--- src/rtl/pmipsl_dmem_responder.sv ---
// pmipsl_dmem_responder: data-memory responder for the MIPS-lite core.
// It holds a word RAM plus an IO page at FFF0-FFFF: OUT, IN, CYCLE, TCMP, STAT and WRCNT.
// Read data is combinational. Writes commit on the rising edge of clock.
// Optional macro PMIPSL_MISALIGN_ERR_EN flags odd-address accesses, suppresses
// the write and zeroes the read.
module pmipsl_dmem_responder #(
    parameter int DEPTH_LOG2 = 6,
    parameter int IN_W = 8
) (
    input  logic            clock,
    input  logic            reset,
    input  logic [15:0]     dmemaddr,
    input  logic [15:0]     dmemwdata,
    input  logic            dmemwrite,
    input  logic            dmemread,
    output logic [15:0]     dmemrdata,
    input  logic [IN_W-1:0] inport,
    output logic [15:0]     outport,
    output logic            timer_flag,
    output logic            err
);
    logic [15:0] mem [1 << DEPTH_LOG2];
    logic [IN_W-1:0] sync1, sync2;
    logic [15:0] cycle, tcmp, wrcnt, io_rd, rd;
    logic is_io, mis, wr_ok, ram_we, w_out, w_cyc, w_tcmp, w_stat;
    logic [2:0] io_sel;
    logic [DEPTH_LOG2-1:0] idx;

    assign is_io  = dmemaddr[15:4] == 12'hFFF;
    assign io_sel = dmemaddr[3:1];
    assign idx    = dmemaddr[DEPTH_LOG2:1];
    // A write in a reset cycle is discarded everywhere.
    assign wr_ok  = dmemwrite & ~mis & ~reset;
    assign ram_we = wr_ok & ~is_io;
    assign w_out  = wr_ok & is_io & (io_sel == 3'd0);
    assign w_cyc  = wr_ok & is_io & (io_sel == 3'd2);
    assign w_tcmp = wr_ok & is_io & (io_sel == 3'd3);
    assign w_stat = wr_ok & is_io & (io_sel == 3'd4);

`ifdef PMIPSL_MISALIGN_ERR_EN
    assign mis = dmemaddr[0];
    // Sticky misalignment flag, cleared only by reset.
    always_ff @(posedge clock) begin
        if (reset) err <= 1'b0;
        else err <= err | (mis & (dmemread | dmemwrite));
    end
`else
    logic unused_addr_bit0;
    assign unused_addr_bit0 = dmemaddr[0];
    assign mis = 1'b0;
    assign err = 1'b0;
`endif

    // Read mux: old contents are returned, so a same-cycle write shows up one cycle later.
    always_comb begin
        io_rd = io_sel == 3'd0 ? outport :
                io_sel == 3'd1 ? 16'(sync2) :
                io_sel == 3'd2 ? cycle :
                io_sel == 3'd3 ? tcmp :
                io_sel == 3'd4 ? {15'b0, timer_flag} :
                io_sel == 3'd5 ? wrcnt : 16'h0000;
        rd = is_io ? io_rd : mem[idx];
        dmemrdata = (dmemread & ~mis) ? rd : 16'h0000;
    end

    // RAM is not reset, so its contents survive a reset.
    always_ff @(posedge clock) begin
        if (ram_we) mem[idx] <= dmemwdata;
    end

    // IO registers: the CYCLE write beats the increment, and a timer set beats a STAT clear.
    always_ff @(posedge clock) begin
        if (reset) begin
            sync1      <= '0;
            sync2      <= '0;
            outport    <= 16'h0000;
            cycle      <= 16'h0000;
            tcmp       <= 16'h0000;
            timer_flag <= 1'b0;
            wrcnt      <= 16'h0000;
        end else begin
            sync1      <= inport;
            sync2      <= sync1;
            if (w_out) outport <= dmemwdata;
            if (w_tcmp) tcmp <= dmemwdata;
            cycle      <= w_cyc ? 16'h0000 : cycle + 16'd1;
            timer_flag <= (cycle == tcmp && tcmp != 16'h0000) ? 1'b1 : w_stat ? 1'b0 : timer_flag;
            wrcnt      <= wrcnt + 16'(ram_we && wrcnt != 16'hFFFF);
        end
    end
endmodule

--- config.mk ---
export PLATFORM = sky130hd
export DESIGN_NAME = pmipsl_dmem_responder
export DESIGN_NICKNAME = d
export VERILOG_FILES = /design/src/rtl/pmipsl_dmem_responder.sv
export SDC_FILE = /design/constraint.sdc
export NUM_CORES = 1
export LEC_CHECK = 0
export CAP_MARGIN = 30
export CORE_UTILIZATION = 60
export CTS_BUF_LIST = sky130_fd_sc_hd__clkbuf_8
export CTS_CLUSTER_SIZE = 24
export DETAILED_ROUTE_END_ITERATION = 8
export MAX_ROUTING_LAYER = met4
export PLACE_DENSITY = 0.8
export SYNTH_ARGS = -nofsm -noshare
export SYNTH_HDL_FRONTEND = slang
export SYNTH_SLANG_ARGS = --single-unit
export TNS_END_PERCENT = 20
--- constraint.sdc ---
create_clock -name clock -period 3 [get_ports clock]
set_input_delay 0.3 -clock clock [delete_from_list [all_inputs] [get_ports clock]]
set_output_delay 0.3 -clock clock [all_outputs]
set_load 0.01 [all_outputs]
==> flow_summary.yaml <==
place:
  dp_cells: 3622
  post_dp_cell_area_mm2: 0.04865
  port_buffers: 75
  gp_congestion: 1.001
  dpl.hpwl_mm: 81.94
global_route:
  grt_usage: 0.3495
  antenna_found_initial: 3
  grt_start_max_net_pins: 67
  grt_pass1_wl_mm: 176.2
  grt_pass1_vias: 25530
  grt_overflow: 0
finish:
  final_layout_size_suffix_gt1_frac: 0.3308
  layout.nets: 2889
  fillers: 4139
  final_common_cell: "edfxtp_1"
  mostFrequentLayoutCells: "edfxtp_1 (1,024), buf_4 (289), mux4_2 (228), clkbuf_8 (174), nand2_1 (153)"
  area_delta_synth_final_pct: 19.33
  finalNonFillerCells: 3931
  fin_area_mm2: 0.05229
min_path:
  hold_class: "in2reg"
  hold_path_depth: 2
sta:
  worstMarginPinSlew_ps: 1023
  hold_viol: 0
  fin_skew_ps: 21.49
  period_needed_ps: 3134
  rsz0062_at_grt: "yes"
  whs_ps: 40.41
  setup_viol: 9
  worst_slew_margin_rel: 0.3178
  min_period_over_period: 1.045
  fmax_ghz: 0.3191
  slew_viol_final: 0
  postLayoutSetupSlackWorst_ps: -134.1
synth:
  synthDistinctLibCells: 65
  yosysSeqAreaShare: 0.7387
  synthesis.nets: 2398
  synth_edf_count: 1024
  synth-main-ff-cell: "edfxtp_1"
  ys_seq_elements: 1105
  yosys_warnings: 0
  synth_cells: 2351
  async_flop_share: 0
  synth_area_mm2: 0.04382
  synth_area_per_cell_um2: 18.64
route:
  drcViolationCount: 0
  wire_per_inst_um: 31.36
  first_pass_iters: 7
  drt_iter0_markers: 3802
  drtAntennaViolNets: 0
  vias: 25570
  drt_wl_total_mm: 123.3
  via_per_inst: 6.504
floorplanning:
  die_h_um: 272.3
  initial_core_util: 0.6099
  ioPinCount: 78
  core_area_mm2: 0.07185
  die-area_mm2: 0.07412
  die-width_um: 272.3
  row_count: 98
clock_network:
  ctsRootBufferMaster: "clkbuf_8"
  htreeDepth: 4
  cts_inserted_buffers: 170
  cts_num_sinks: 1105
  cts_tree: "yes"
  clockBufferDepth: 3
  clk_latency_ps: 830
  cts.reportedPaths.clkPinSlew_ps: 60
power:
  p_leak_nw: 17.42
  peakVddDrop_v: 0.0004306
  p_per_area_mw_per_mm2: 583.0
critical_path:
  reg2reg_slack_ps: 720
  reg2reg_from: "wrcnt[2]"
  critPathMaxFanout: 9
  ff2ff_path_depth: 9
  arrival_ps: 2830
  rr_endpoint: "wrcnt[12]"
  endpoint: "dmemrdata[15]"
  cp-end-kind: "output pin"
  worst_setup_path_start_kind: "input pin"
  critPathLaunch: "dmemaddr[5]"
  cp.required_ps: 2700
  crit_type: "in2out"
run:
  cap_violations: 0
outcome:
  violations: "negative setup slack"
  status: "finished with violations"
==> registers in the layout (all words and copies together), names as in the netlist <==
signal	count
cycle	16
mem	1024
outport	16
sync1	8
sync2	8
tcmp	16
timer_flag	1
wrcnt	16
==> metrics by stage <==
stage | total power (W) | setup slack, ps | util | TNS (ps)
after floorplan | 0.01814 | 393.6 | - | 0
after global placement | 0.01922 | -815.9 | 0.6770 | -53610
after detailed placement | 0.01927 | -503.4 | 0.6770 | -66790
after CTS | 0.03053 | -208.7 | 0.7264 | -1435
after global routing | 0.03130 | -209.3 | 0.7278 | -1250
final | 0.03049 | -134.1 | 0.7278 | -571.4
==> worst min path at each step <==
| stage | start | to | slack [ps] |
|---|---|---|---|
| after floorplan | dmemwdata[0] | mem[0][0] | 400 |
| after CTS | inport[2] | sync1[2] | 0.2 |
| after global placement | sync1[7] | sync2[7] | 430 |
| after detailed placement | sync1[0] | sync2[0] | 430 |
| after global routing | inport[4] | sync1[4] | 40 |
| final | inport[2] | sync1[2] | 40 |
==> worst max-delay path, stage by stage <==
cell and delay, ps:
clkdlybuf4s50_1 460, buf_12 170, buf_4 150, or3_1 480, buf_4 200, o32ai_1 340, a2111oi_2 90, nand3_1 200
o22ai_1 160, clkdlybuf4s15_2 260
==> metal layers <==
metal | part of all wire | wire length [µm] | up-vias | global-route usage
li1 | - | - | 10500 | -
met1 | 0.38 | 46290 | 13080 | 0.4678
met2 | 0.48 | 58710 | 1703 | 0.5283
met3 | 0.11 | 13450 | 281 | 0.07485
met4 | 0.039 | 4815 | 0 | 0.1418
met5 | 0 | 0 | - | -
==> area by class of cell <==
cell class,count,area (µm²),share of cell area
Antenna cell,3,7.507,0.0001436
Clock buffer,174,2395,0.04580
Clock inverter,134,670.6,0.01282
Inverter,5,21.27,0.0004068
Multi-Input combinational cell,1107,11120,0.2127
Sequential cell,1105,32370,0.6191
Tap cell,950,1189,0.02273
Timing Repair Buffer,453,4514,0.08633
==> logic make-up after synthesis <==
logic type / count (synthesis) / share of synthesized area
buffers and inverters: 139 / 0.02090
AND/OR/NAND/NOR: 458 / 0.04857
multiplexers: 343 / 0.1438
other: 1 / 0.00008557
XOR/XNOR: 38 / 0.007594
AO/OA/AOI/OAI: 264 / 0.03957
flip-flops: 1105 / 0.7387
adder cells (fa/ha/maj): 3 / 0.0008566
==> repair_timing <==
action,CTS,global route
hold buffers,6,0
buffers inserted,0,0
setup endpoints to repair,16,15
cloned,0,0
resized for setup,164,24
pin swaps,37,19
hold endpoints to repair,63,0
==> cell usage after synthesis (7+ instances only) <==
master	instances	area, µm²
edfxtp_1	1024	30750
mux4_2	228	5135
nand2_1	154	578.1
nor2_1	135	506.7
mux2i_1	104	1041
dfxtp_1	81	1622
a21oi_1	77	385.4
buf_2	48	240.2
a22oi_1	42	315.3
nand3_1	40	200.2
clkbuf_1	33	123.9
o21ai_0	31	155.2
o22ai_1	28	175.2
nor2b_1	25	156.4
xnor2_1	22	192.7
a21oi_2	20	175.2
nand2_2	20	125.1
buf_6	19	214.0
xor2_1	16	140.1
a211oi_1	13	97.59
nand4_1	13	81.33
a31oi_1	11	68.82
buf_1	11	41.29
buf_4	11	82.58
mux2_2	11	123.9
nor3_1	11	55.05
nand2b_1	10	62.56
buf_8	9	135.1
nor4_1	9	56.30
and3_1	8	50.05
or3_1	8	50.05
and2_1	7	43.79
==> report_power, final <==
part | leakage (nW) | total, W | switching (W) | internal (W)
combinational | 5.81 | 0.00218 | 0.00131 | 0.000867
clock | 1.75 | 0.0114 | 0.00572 | 0.00567
sequential | 9.86 | 0.0169 | 0.0000250 | 0.0169
(Power assumes the default switching activity.)
